[config.mk]
export PLATFORM = sky130hd
export DESIGN_NAME = grant_arbiter
export DESIGN_NICKNAME = d
export VERILOG_FILES = /design/src/rtl/arb_pkg.sv /design/src/rtl/onehot_dec2x4.sv /design/src/rtl/grant_arbiter.sv
export SDC_FILE = /design/constraint.sdc
export NUM_CORES = 1
export LEC_CHECK = 0
export CORE_UTILIZATION = 55
export CTS_CLUSTER_DIAMETER = 60
export DETAILED_ROUTE_END_ITERATION = 16
export HOLD_SLACK_MARGIN = 0.08
export PLACE_DENSITY = 0.82
export SLEW_MARGIN = 5
export SYNTH_ARGS = -nofsm -noshare
export SYNTH_HDL_FRONTEND = slang
export SYNTH_SLANG_ARGS = --single-unit
[constraint.sdc]
create_clock -name clk -period 4.7 [get_ports clk]
set_clock_uncertainty 0.15 [all_clocks]
set_input_delay 0.94 -clock clk [delete_from_list [all_inputs] [get_ports clk]]
set_output_delay 0.94 -clock clk [all_outputs]
set_load 0.005 [all_outputs]
[src/rtl/arb_pkg.sv]
// Shared definitions for the grant arbiter: state encoding, requester count,
// hold counter width and the round-robin search helper.
package arb_pkg;

   localparam int NUM_REQ = 4;
   localparam int HCNT_W  = 8;

   typedef enum logic [1:0] {
      IDLE  = 2'b00,
      GRANT = 2'b01,
      GAP   = 2'b10
   } arb_state_t;

   // Round-robin search: first set request bit starting at ptr, ascending
   // with wrap. Scanning from the farthest offset down lets the nearest hit win.
   function automatic logic [1:0] rr_pick(input logic [NUM_REQ-1:0] req_v,
                                          input logic [1:0]         ptr_v);
      logic [1:0] pick_v;
      logic [1:0] idx_v;
      pick_v = ptr_v;
      for (int k = NUM_REQ - 1; k >= 0; k--) begin
         idx_v = ptr_v + k[1:0];
         if (req_v[idx_v]) begin
            pick_v = idx_v;
         end else begin
            pick_v = pick_v;
         end
      end
      return pick_v;
   endfunction

endpackage

[src/rtl/onehot_dec2x4.sv]
// 2-to-4 one-hot decoder used to turn the registered grant index into gnt.
module onehot_dec2x4 (
   input  logic [1:0] sel,
   output logic [3:0] onehot
);

   // Decode the binary index into a single set bit.
   always_comb begin
      onehot = 4'b0000;
      case (sel)
         2'd0:    onehot = 4'b0001;
         2'd1:    onehot = 4'b0010;
         2'd2:    onehot = 4'b0100;
         2'd3:    onehot = 4'b1000;
         default: onehot = 4'b0000;
      endcase
   end

endmodule

[src/rtl/grant_arbiter.sv]
// Four-requester round-robin arbiter with a bounded hold time.
// A grant ends either when the owner drops its request or after MAX_HOLD
// cycles; every grant is followed by one GAP cycle before re-arbitration.
// The expired pulse is recovered from the hold counter during GAP: the
// counter only reaches MAX_HOLD when the limit forced the release, so no
// extra flag register is needed.
module grant_arbiter
   import arb_pkg::*;
#(
   parameter int MAX_HOLD = 8
) (
   input  logic               clk,
   input  logic               rst,
   input  logic [NUM_REQ-1:0] req,
   output logic [NUM_REQ-1:0] gnt,
   output logic [1:0]         gnt_id,
   output logic               busy,
   output logic               expired
);

   localparam logic [HCNT_W-1:0] HOLD_LAST_C = HCNT_W'(MAX_HOLD - 1);
   localparam logic [HCNT_W-1:0] HOLD_EXP_C  = HCNT_W'(MAX_HOLD);

   arb_state_t          state_r;
   arb_state_t          state_nxt_s;
   logic [1:0]          gnt_id_r;
   logic [1:0]          gnt_id_nxt_s;
   logic [1:0]          ptr_r;
   logic [1:0]          ptr_nxt_s;
   logic [HCNT_W-1:0]   hcnt_r;
   logic [HCNT_W-1:0]   hcnt_nxt_s;
   logic [NUM_REQ-1:0]  dec_s;

   onehot_dec2x4 u_dec (
      .sel    (gnt_id_r),
      .onehot (dec_s)
   );

   // State, grant index, pointer and hold counter registers.
   always_ff @(posedge clk or posedge rst) begin
      if (rst) begin
         state_r  <= IDLE;
         gnt_id_r <= 2'b00;
         ptr_r    <= 2'b00;
         hcnt_r   <= {HCNT_W{1'b0}};
      end else begin
         state_r  <= state_nxt_s;
         gnt_id_r <= gnt_id_nxt_s;
         ptr_r    <= ptr_nxt_s;
         hcnt_r   <= hcnt_nxt_s;
      end
   end

   // Next-state logic: arbitration in IDLE, hold tracking in GRANT.
   always_comb begin
      state_nxt_s  = state_r;
      gnt_id_nxt_s = gnt_id_r;
      ptr_nxt_s    = ptr_r;
      hcnt_nxt_s   = hcnt_r;
      case (state_r)
         IDLE: begin
            hcnt_nxt_s = {HCNT_W{1'b0}};
            if (|req) begin
               state_nxt_s  = GRANT;
               gnt_id_nxt_s = rr_pick(req, ptr_r);
            end else begin
               state_nxt_s  = IDLE;
            end
         end
         GRANT: begin
            if (!req[gnt_id_r]) begin
               // Normal release wins even when the limit coincides.
               state_nxt_s = GAP;
               ptr_nxt_s   = gnt_id_r + 2'd1;
            end else if (hcnt_r == HOLD_LAST_C) begin
               // Forced release: counter steps to MAX_HOLD to mark expiry.
               state_nxt_s = GAP;
               ptr_nxt_s   = gnt_id_r + 2'd1;
               hcnt_nxt_s  = hcnt_r + {{(HCNT_W-1){1'b0}}, 1'b1};
            end else begin
               hcnt_nxt_s  = hcnt_r + {{(HCNT_W-1){1'b0}}, 1'b1};
            end
         end
         GAP: begin
            state_nxt_s = IDLE;
            hcnt_nxt_s  = {HCNT_W{1'b0}};
         end
         default: begin
            state_nxt_s = IDLE;
            hcnt_nxt_s  = {HCNT_W{1'b0}};
         end
      endcase
   end

   // Outputs come only from registered state, index and counter.
   always_comb begin
      gnt     = (state_r == GRANT) ? dec_s : 4'b0000;
      gnt_id  = gnt_id_r;
      busy    = (state_r != IDLE);
      expired = (state_r == GAP) && (hcnt_r == HOLD_EXP_C);
   end

endmodule

# Word-level counts from Yosys, hierarchy flattened
# Cells that the tools add are included.
# W data, S select, Z words.
# word_totals
ff_bits	14
latchBits	0
ramBits	0
mem_bits_ro	0
in_bits	6
mem_count	0
# op_classes
n_addsub	5
n_mul	0
div_mod_pow	0
magnitude_cmp	5
n_eq_ne	10
n_shift	0
mux	24
bitwise	0
reduce_logical	7
# op_table
op	n
$mux W2	8
$mux W8	2
$pmux W4 S4	1
$lt A2 B3 Y1 const B	5
$bmux W1 S2	5
$add A8 B1 Y8 const B	1
$eq A8 B3 Y1 const B	1
$eq A8 B4 Y1 const B	1
$eq A2 B2 Y1 const B	3
$mux W1	6
$add A2 B1 Y2 const B	2
$add A2 B2 Y2 const B	2
$eq A2 B1 Y1 const B	2
$logic_not A2 Y1	2
$mux W4	1
$pmux W2 S2	1
$reduce_and A2 Y1	2
$reduce_or A4 Y1	1
$ne A3 B3 Y1 const B	1
$ne A2 B1 Y1 const B	1
$ne A2 B2 Y1 const B	1
$reduce_bool A2 Y1	1
$logic_and A1 B1 Y1	1

# Depth between registers and ports, before layout
# Gate-level depths: netlist of the first run.
# depth
ltp_word	7
mapped_depth	5
mapped_depth_nobuf	5

# Modules after synthesis
# Synthesis of the first run repeated with hierarchy kept, for this count alone.
# unflattened
hier_cells	87
hier_area_um2	834.6
# by_module_without_submodules
module	instances	cells_each	area_per_inst_um2	seq_area_each_um2
grant_arbiter	1	83	808.3	350.3
onehot_dec2x4	1	4	26.3	0.0

# Least setup slack after synthesis of the first run
# OpenSTA, ideal clock, no wires.
# synth_timing
path_type	input to register
startpoint	input req[1]
endpoint	register ptr_r[0]
arrival_time_ns	2.040
t_required_ns	4.425
setup_slack_ns	2.385
stages	5
n_path_buf	1
cell_sequence	mux4_1 buf_6 o31ai_4 nand2_2 mux2_4
# synth_via
elab_chain_cells	4
elab_cells_between_ends	5
# synth_rtl
element	line	text
from (decl)	grant_arbiter.sv:14	input logic [NUM_REQ-1:0] req,
$bmux W1 S2 *	grant_arbiter.sv:71	if (!req[gnt_id_r]) begin
$mux W1 (not written as such) *	grant_arbiter.sv:71	
$ne A2 B1 Y1 (no source line)	n/a	
$reduce_and A2 Y1 (no source line)	n/a	
to (signal assigned)	grant_arbiter.sv:49	ptr_r <= ptr_nxt_s;
to (decl)	grant_arbiter.sv:28	logic [1:0] ptr_r;
# Mark *: on every way between the ends. The rest lies on a longest branch, timed or not. The select of a mux whose other input is x is not followed.
# A chain may end at the register's enable or synchronous reset.

# Final worst setup path of the first run
# layout_timing
startpoint	register hcnt_r[4]
endpoint	output expired
# layout_via
elab_chain_cells	2
# layout_rtl
element	line	text
from (decl)	grant_arbiter.sv:30	logic [HCNT_W-1:0] hcnt_r;
from (signal assigned)	grant_arbiter.sv:45	hcnt_r <= {HCNT_W{1'b0}};
from (signal assigned)	grant_arbiter.sv:50	hcnt_r <= hcnt_nxt_s;
$eq A8 B4 Y1	grant_arbiter.sv:100	expired = (state_r == GAP) && (hcnt_r == HOLD_EXP_C);
$logic_and A1 B1 Y1	grant_arbiter.sv:100	
to (decl)	grant_arbiter.sv:18	output logic expired
# No other way between the ends.

==> summary.txt, run 1 <==
Outcome
  – Status: complete, no violations

Detailed routing
  – Detailed Route WL: between 1000 and 1500 um
  – Vias per Instance: 5.433
  – Pre-Repair DR Iteration Count: 4
  – DR vias: 652
  – Detail Route Antenna Nets: 0
  – Post-DR wirelength/cell: around 12 um
  – Drt drc: 0
  – Initial drt markers: 27

Min path
  – HP Start: hcnt_r[7]
  – HP Class: reg -> reg
  – Worst hold endpoint: hcnt_r[7]
  – Hold Path Depth: 2

Critical path
  – Register-to-Register Path Depth: 4
  – Peak fanout along the critical path: 4
  – Required time of the critical path: between 3 and 4 ns
  – Crit. End Element: primary output
  – RR Startpoint: gnt_id[0]
  – Crit Path Class: reg -> out
  – Reg-to-reg critical path endpoint: ptr_r[1]
  – R2r setup slk: ~2.6 ns
  – Setup crit start kind: flop
  – Critical Path AT: ~2 ns

Synthesis
  – Async SR Flop Fraction: 1.000
  – Area leader, netlist: dfrtp_1
  – EDFF count, synth: 0
  – Main flop type after synthesis: dfrtp_1
  – Mapped Avg Cell Area: ~9.9 um2
  – Sequential share of the synthesized area: 0.3994
  – Syn_nets: about 100
  – Synth top cells by count: dfrtp_1, nor2_1, ha_1, inv_1, xor2_1
  – Count of cell types in the netlist: 30
  – Number of synthesized register bits: 14
  – Mapped Area: roughly 900 um2
  – Yosys top cell area share: 0.3994
  – Top cells by area, synth: dfrtp_1, ha_1, nor2_1
  – Ys Warns: 0
  – Mapped Cells: 89

Clocking
  – Total CTS buffers: 3
  – Clock-pin transition on the worst setup and hold timing paths: 0.07 ns
  – Max Root-Sink Buffers: 2
  – Cts hold-fix bufs: 0
  – Clk_lat worst skew: around 0.27 ns
  – CTS tree: done
  – CTS sink cnt: 14
  – Cts repair resizes: 0
  – H-tree levels: 1
  – CTS Root Cell: clkbuf_4
  – Setup Fix Bufs, Post-CTS: 0

Layout
  – Sequential cell area: 350.3 um2
  – Multi-input gate area: roughly 490 um2
  – Nets: roughly 120
  – Fillers: 130
  – Layout cell share with drive strength beyond 1: 0.09615
  – Area Growth Syn to Fin: 19.54%
  – Inserted Diodes: 0
  – Final instance area: roughly 1000 um2

Global route
  – First-pass GRT wire length: ~2600 um
  – Grt ovf: 0
  – Tot GR Track Use: 0.1952
  – Vias in the first global route: approximately 600
  – Antenna violations before repair: 0
  – Largest net degree at the start of global routing: 15

Floorplan
  – # IOs: 14
  – Total die area: 1759 um2
  – Row Count: 14
  – Die Wd: 41.94 um
  – Initial core utilization: 0.5891
  – Die height: approximately 42 um
  – Core area: about 1500 um2

Place
  – Placer Congestion: between 0.8 and 0.9
  – Post-DP HPWL: ~1200 um
  – Buffers on Ports: 13
  – Placed Area: about 1000 um2

Timing
  – Pins Over Slew Limit: 0
  – # setup viols final: 0
  – Final Hold Viols: 0
  – Worst slew pin tran: slightly below 0.5 ns
  – Max Fclk: 324.8 MHz
  – Slew headroom: 0.6727
  – Minimum clock period: approximately 3 ns
  – Period utilization: 0.6550
  – Unrepaired setup endpoints after global routing: no
  – Setup TNS: 0 ns

Power and ir drop
  – LEAKAGE: 0.4874 nW
  – PnR Total Power: between 500 and 600 uW
  – PD cells: between 400 and 500 nW/um2
  – Max VDD drop: 0.2464 mV

Flow run
  – Max-cap violations: 0
-- per-stage QoR --
step / setup slack (ns) / util / hold slack [ns] / instances
3_5_place_dp: 1.684 / 0.6798 / 0.3822 / 116
4_1_cts: 1.600 / 0.7042 / 0.4036 / 120
3_3_place_gp: 1.729 / 0.6798 / 0.3740 / 116
6_report: 1.621 / 0.7042 / 0.3942 / 120
5_1_grt: 1.541 / 0.7042 / 0.4148 / 120
2_1_floorplan: 2.385 / - / 0.3457 / 89
-- kinds of logic after synthesis --
family | after synthesis | share of synthesized area
adder cells (fa/ha/maj) | 6 | 0.08559
multiplexers | 3 | 0.06420
flip-flops | 14 | 0.3994
AND/OR/NAND/NOR | 43 | 0.2639
AO/OA/AOI/OAI | 8 | 0.07418
buffers and inverters | 8 | 0.04279
XOR/XNOR | 7 | 0.06990
-- layout make-up --
class                      count  share of cell area
sequential                    14              0.3341
tap                           16             0.01909
timing repair buffer          13              0.1241
clock buffer                   4             0.03461
multi-input combinational     67              0.4666
inverter                       6             0.02148
-- critical path, stage by stage (launching register included) --
cell             delay [ns]
dfrtp_1                0.41
or4_4                  0.57
nor3_1                 0.21
clkdlybuf4s50_1        0.53
-- layer usage --
layer  global-route usage  vias to the layer above  routed length [um]
met4              0.01935                        0                   0
met5                    0                        -                   0
met1               0.2650                      307                 730
met2               0.3156                       15                 707
li1                     -                      330                   -
met3              0.06522                        0                  54
-- state kept, by name, summed over array words and instances, names as in the netlist --
| register | flops |
|---|---|
| hcnt_r | 8 |
| ptr_r | 2 |
| gnt_id | 2 |
| state_r | 2 |
-- worst max-delay path by stage --
| stage | startpoint | to | slack, ns | cells past startpoint |
|---|---|---|---|---|
| final | hcnt_r[4] | expired | 1.62 | 3 |
| after global routing | hcnt_r[4] | expired | 1.54 | 3 |
| after CTS | hcnt_r[4] | expired | 1.60 | 3 |
| after detailed placement | req[1] | ptr_r[1] | 1.68 | 5 |
| after global placement | req[1] | ptr_r[0] | 1.73 | 5 |
| after floorplan | req[1] | ptr_r[0] | 2.38 | 5 |
-- cell usage in the layout, fill, tap and decap left out, drive strengths merged, types with 3 or more instances in the layout --
master,Yosys,routed
and2,4,4
clkbuf,0,4
clkdlybuf4s50,0,13
dfrtp,14,14
ha,6,6
inv,6,6
nand2,6,6
nand2b,3,3
nand4,4,4
nor2,14,14
o31ai,3,3
xor2,6,6
-- power by group --
group	internal, mW	switching [mW]
Clock	0.0470	0.0338
Combinational	0.130	0.111
Sequential	0.151	0.0392
Total	0.328	0.184
No activity file was read; power rests on OpenSTA's default activity.
==> run 2: changes to the inputs <==
Settings changed: CORE_UTILIZATION 55 to 46, PLACE_DENSITY 0.82 to 0.73.
Clock period 4.7 ns to 2.45 ns, I/O delays scaled along.
==> run 2 against run 1 <==
Cell count is 13% higher. Non-clock buffer count rose by 6. Core utilization fell by 7.9 points. Critical path type unchanged. Largest power group unchanged. Highest routed layer is now met4.
==> summary.txt, run 2 (synthesized netlist as in run 1, its figures left out) <==
Global route
  – First-pass GRT wire length: 2822 um (+8.8%)
  – Largest net degree at the start of global routing: 15 (unchanged)
  – Grt ovf: 0 (unchanged)
  – Antenna violations before repair: 0 (unchanged)
  – Tot GR Track Use: 0.1970 (+0.001783)
  – Vias in the first global route: 666 (+12%)

Critical path
  – Termination of the worst setup path: expired
  – Setup crit start kind: flop
  – Crit Path Class: reg -> out
  – Register-to-Register Path Depth: 4 (unchanged)
  – Crit path launch: hcnt_r[4]
  – Critical Path AT: 1.66 ns (-0.33 ns)
  – Crit. End Element: primary output
  – RR Startpoint: gnt_id[0]
  – Reg-to-reg critical path endpoint: ptr_r[1]
  – Required time of the critical path: 1.81 ns (-1.80 ns)
  – R2r setup slk: 0.55 ns (-2.07 ns)
  – Peak fanout along the critical path: 2 (-2)

Min path
  – HP Class: in -> async

Place
  – Placer Congestion: 0.7501 (-12%)
  – Buffers on Ports: 13 (unchanged)
  – Post-DP HPWL: 1272 um (+4.7%)

Floorplan
  – Total die area: 2085 um2 (+19%)
  – Initial core utilization: 0.4972 (-0.09191)
  – Row Count: 15 (+1)
  – # IOs: 14 (unchanged)
  – Die Wd: 45.67 um (+8.9%)
  – Die height: 45.67 um (+8.9%)
  – Core area: 1764 um2 (+18%)

Detailed routing
  – Pre-Repair DR Iteration Count: 4 (unchanged)
  – Initial drt markers: 12 (-56%)
  – Detailed Route WL: 1693 um (+13%)
  – Post-DR wirelength/cell: 12.54 um (+0.80%)
  – Vias per Instance: 5.067 (-6.7%)
  – DR vias: 684 (+4.9%)
  – Drt drc: 0 (unchanged)
  – Detail Route Antenna Nets: 0 (unchanged)

Clocking
  – CTS tree: done
  – CTS sink cnt: 14 (unchanged)
  – CTS Root Cell: clkbuf_4
  – Clock-pin transition on the worst setup and hold timing paths: 0.09 ns (+0.02 ns)
  – Cts hold-fix bufs: 0 (unchanged)
  – Clk_lat worst skew: 0.29 ns (+0.02 ns)
  – Total CTS buffers: 3 (unchanged)
  – Max Root-Sink Buffers: 2 (unchanged)
  – H-tree levels: 1 (unchanged)

Layout
  – Nets: 123 (+5.1%)
  – Layout cell share with drive strength beyond 1: 0.1455 (+0.04930)
  – Commonest non-fill, non-tap cells in the layout: nor2_1, dfrtp_1, clkdlybuf4s50_1
  – Inserted Diodes: 0 (unchanged)
  – Area Growth Syn to Fin: 25.82%
  – Biggest register: hcnt_r
  – Max FFs per register: 8 (unchanged)

Power and ir drop
  – LEAKAGE: 0.5224 nW (+7.2%)
  – PD cells: 919.7 nW/um2 (+88%)
  – PnR Total Power: 1.015 mW (+98%)
  – Max VDD drop: 0.6283 mV (+150%)

Timing
  – Unrepaired setup endpoints after global routing: no
  – # setup viols final: 0 (unchanged)
  – Period utilization: 0.9405
  – Minimum clock period: ~2.3 ns
  – Slew headroom: 0.6413 (-0.03144)
  – Worst slew pin tran: 0.5375 ns (+0.04711 ns)
  – Max Fclk: between 400 and 500 MHz
  – Pins Over Slew Limit: 0 (unchanged)
  – Setup TNS: 0 ns (unchanged)
  – Final Hold Viols: 0 (unchanged)

Flow run
  – Max-cap violations: 0 (unchanged)

Outcome
  – Status: complete, no violations
-- run 2: timing repair --
item | 4_1_cts | 5_1_grt
resized for setup | 1 | 0
setup endpoints to repair | 1 | 0
buffers inserted | 2 | 0
-- run 2: cell type report --
cell class	count	area, um2
clock buffers	4	36.28
repair buffers	19	173.9
inverters	6	22.52
fillers	160	660.6
multi-input cells	67	489.2
well taps	25	31.28
flip-flops and latches	14	350.3
-- run 2: layer usage --
| metal | share of wire | GRT usage | vias up |
|---|---|---|---|
| met5 | 0 | 0 | - |
| met4 | 0.015 | 0.09091 | 0 |
| met3 | 0.030 | 0.03571 | 3 |
| met2 | 0.47 | 0.3171 | 14 |
| met1 | 0.48 | 0.2551 | 323 |
| li1 | - | - | 344 |
-- run 2: worst min-delay path by stage --
stage                      end  slack, ns
finish              state_r[1]       0.38
global route          ptr_r[1]       0.45
CTS                  hcnt_r[1]       0.40
detailed placement   hcnt_r[7]       0.39
global placement      ptr_r[0]       0.37
floorplan            gnt_id[0]       0.23
-- run 2: critical path: stages (launching register included) --
cell	delay, ns
dfrtp_1	0.39
or4_4	0.56
nor3_1	0.17
dlygate4sd2_1	0.25
-- run 2: per-stage QoR --
| stage | util | setup WS [ns] | hold slack (ns) | cell area (um2) | cells |
|---|---|---|---|---|---|
| 2_1_floorplan | - | 0.5725 | 0.2292 | 877.1 | 89 |
| 3_3_place_gp | 0.5972 | 0.1153 | 0.3731 | 1054 | 129 |
| 3_5_place_dp | 0.5972 | 0.1188 | 0.3890 | 1054 | 129 |
| 4_1_cts | 0.6255 | 0.1486 | 0.3965 | 1104 | 135 |
| 5_1_grt | 0.6255 | 0.05557 | 0.4467 | 1104 | 135 |
| 6_report | 0.6255 | 0.1458 | 0.3823 | 1104 | 135 |
-- run 2: where the power goes --
group	total, mW	internal (mW)	switching, mW
clock network	0.170	0.0906	0.0798
registers	0.359	0.291	0.0683
logic	0.486	0.263	0.222
total	1.01	0.644	0.371
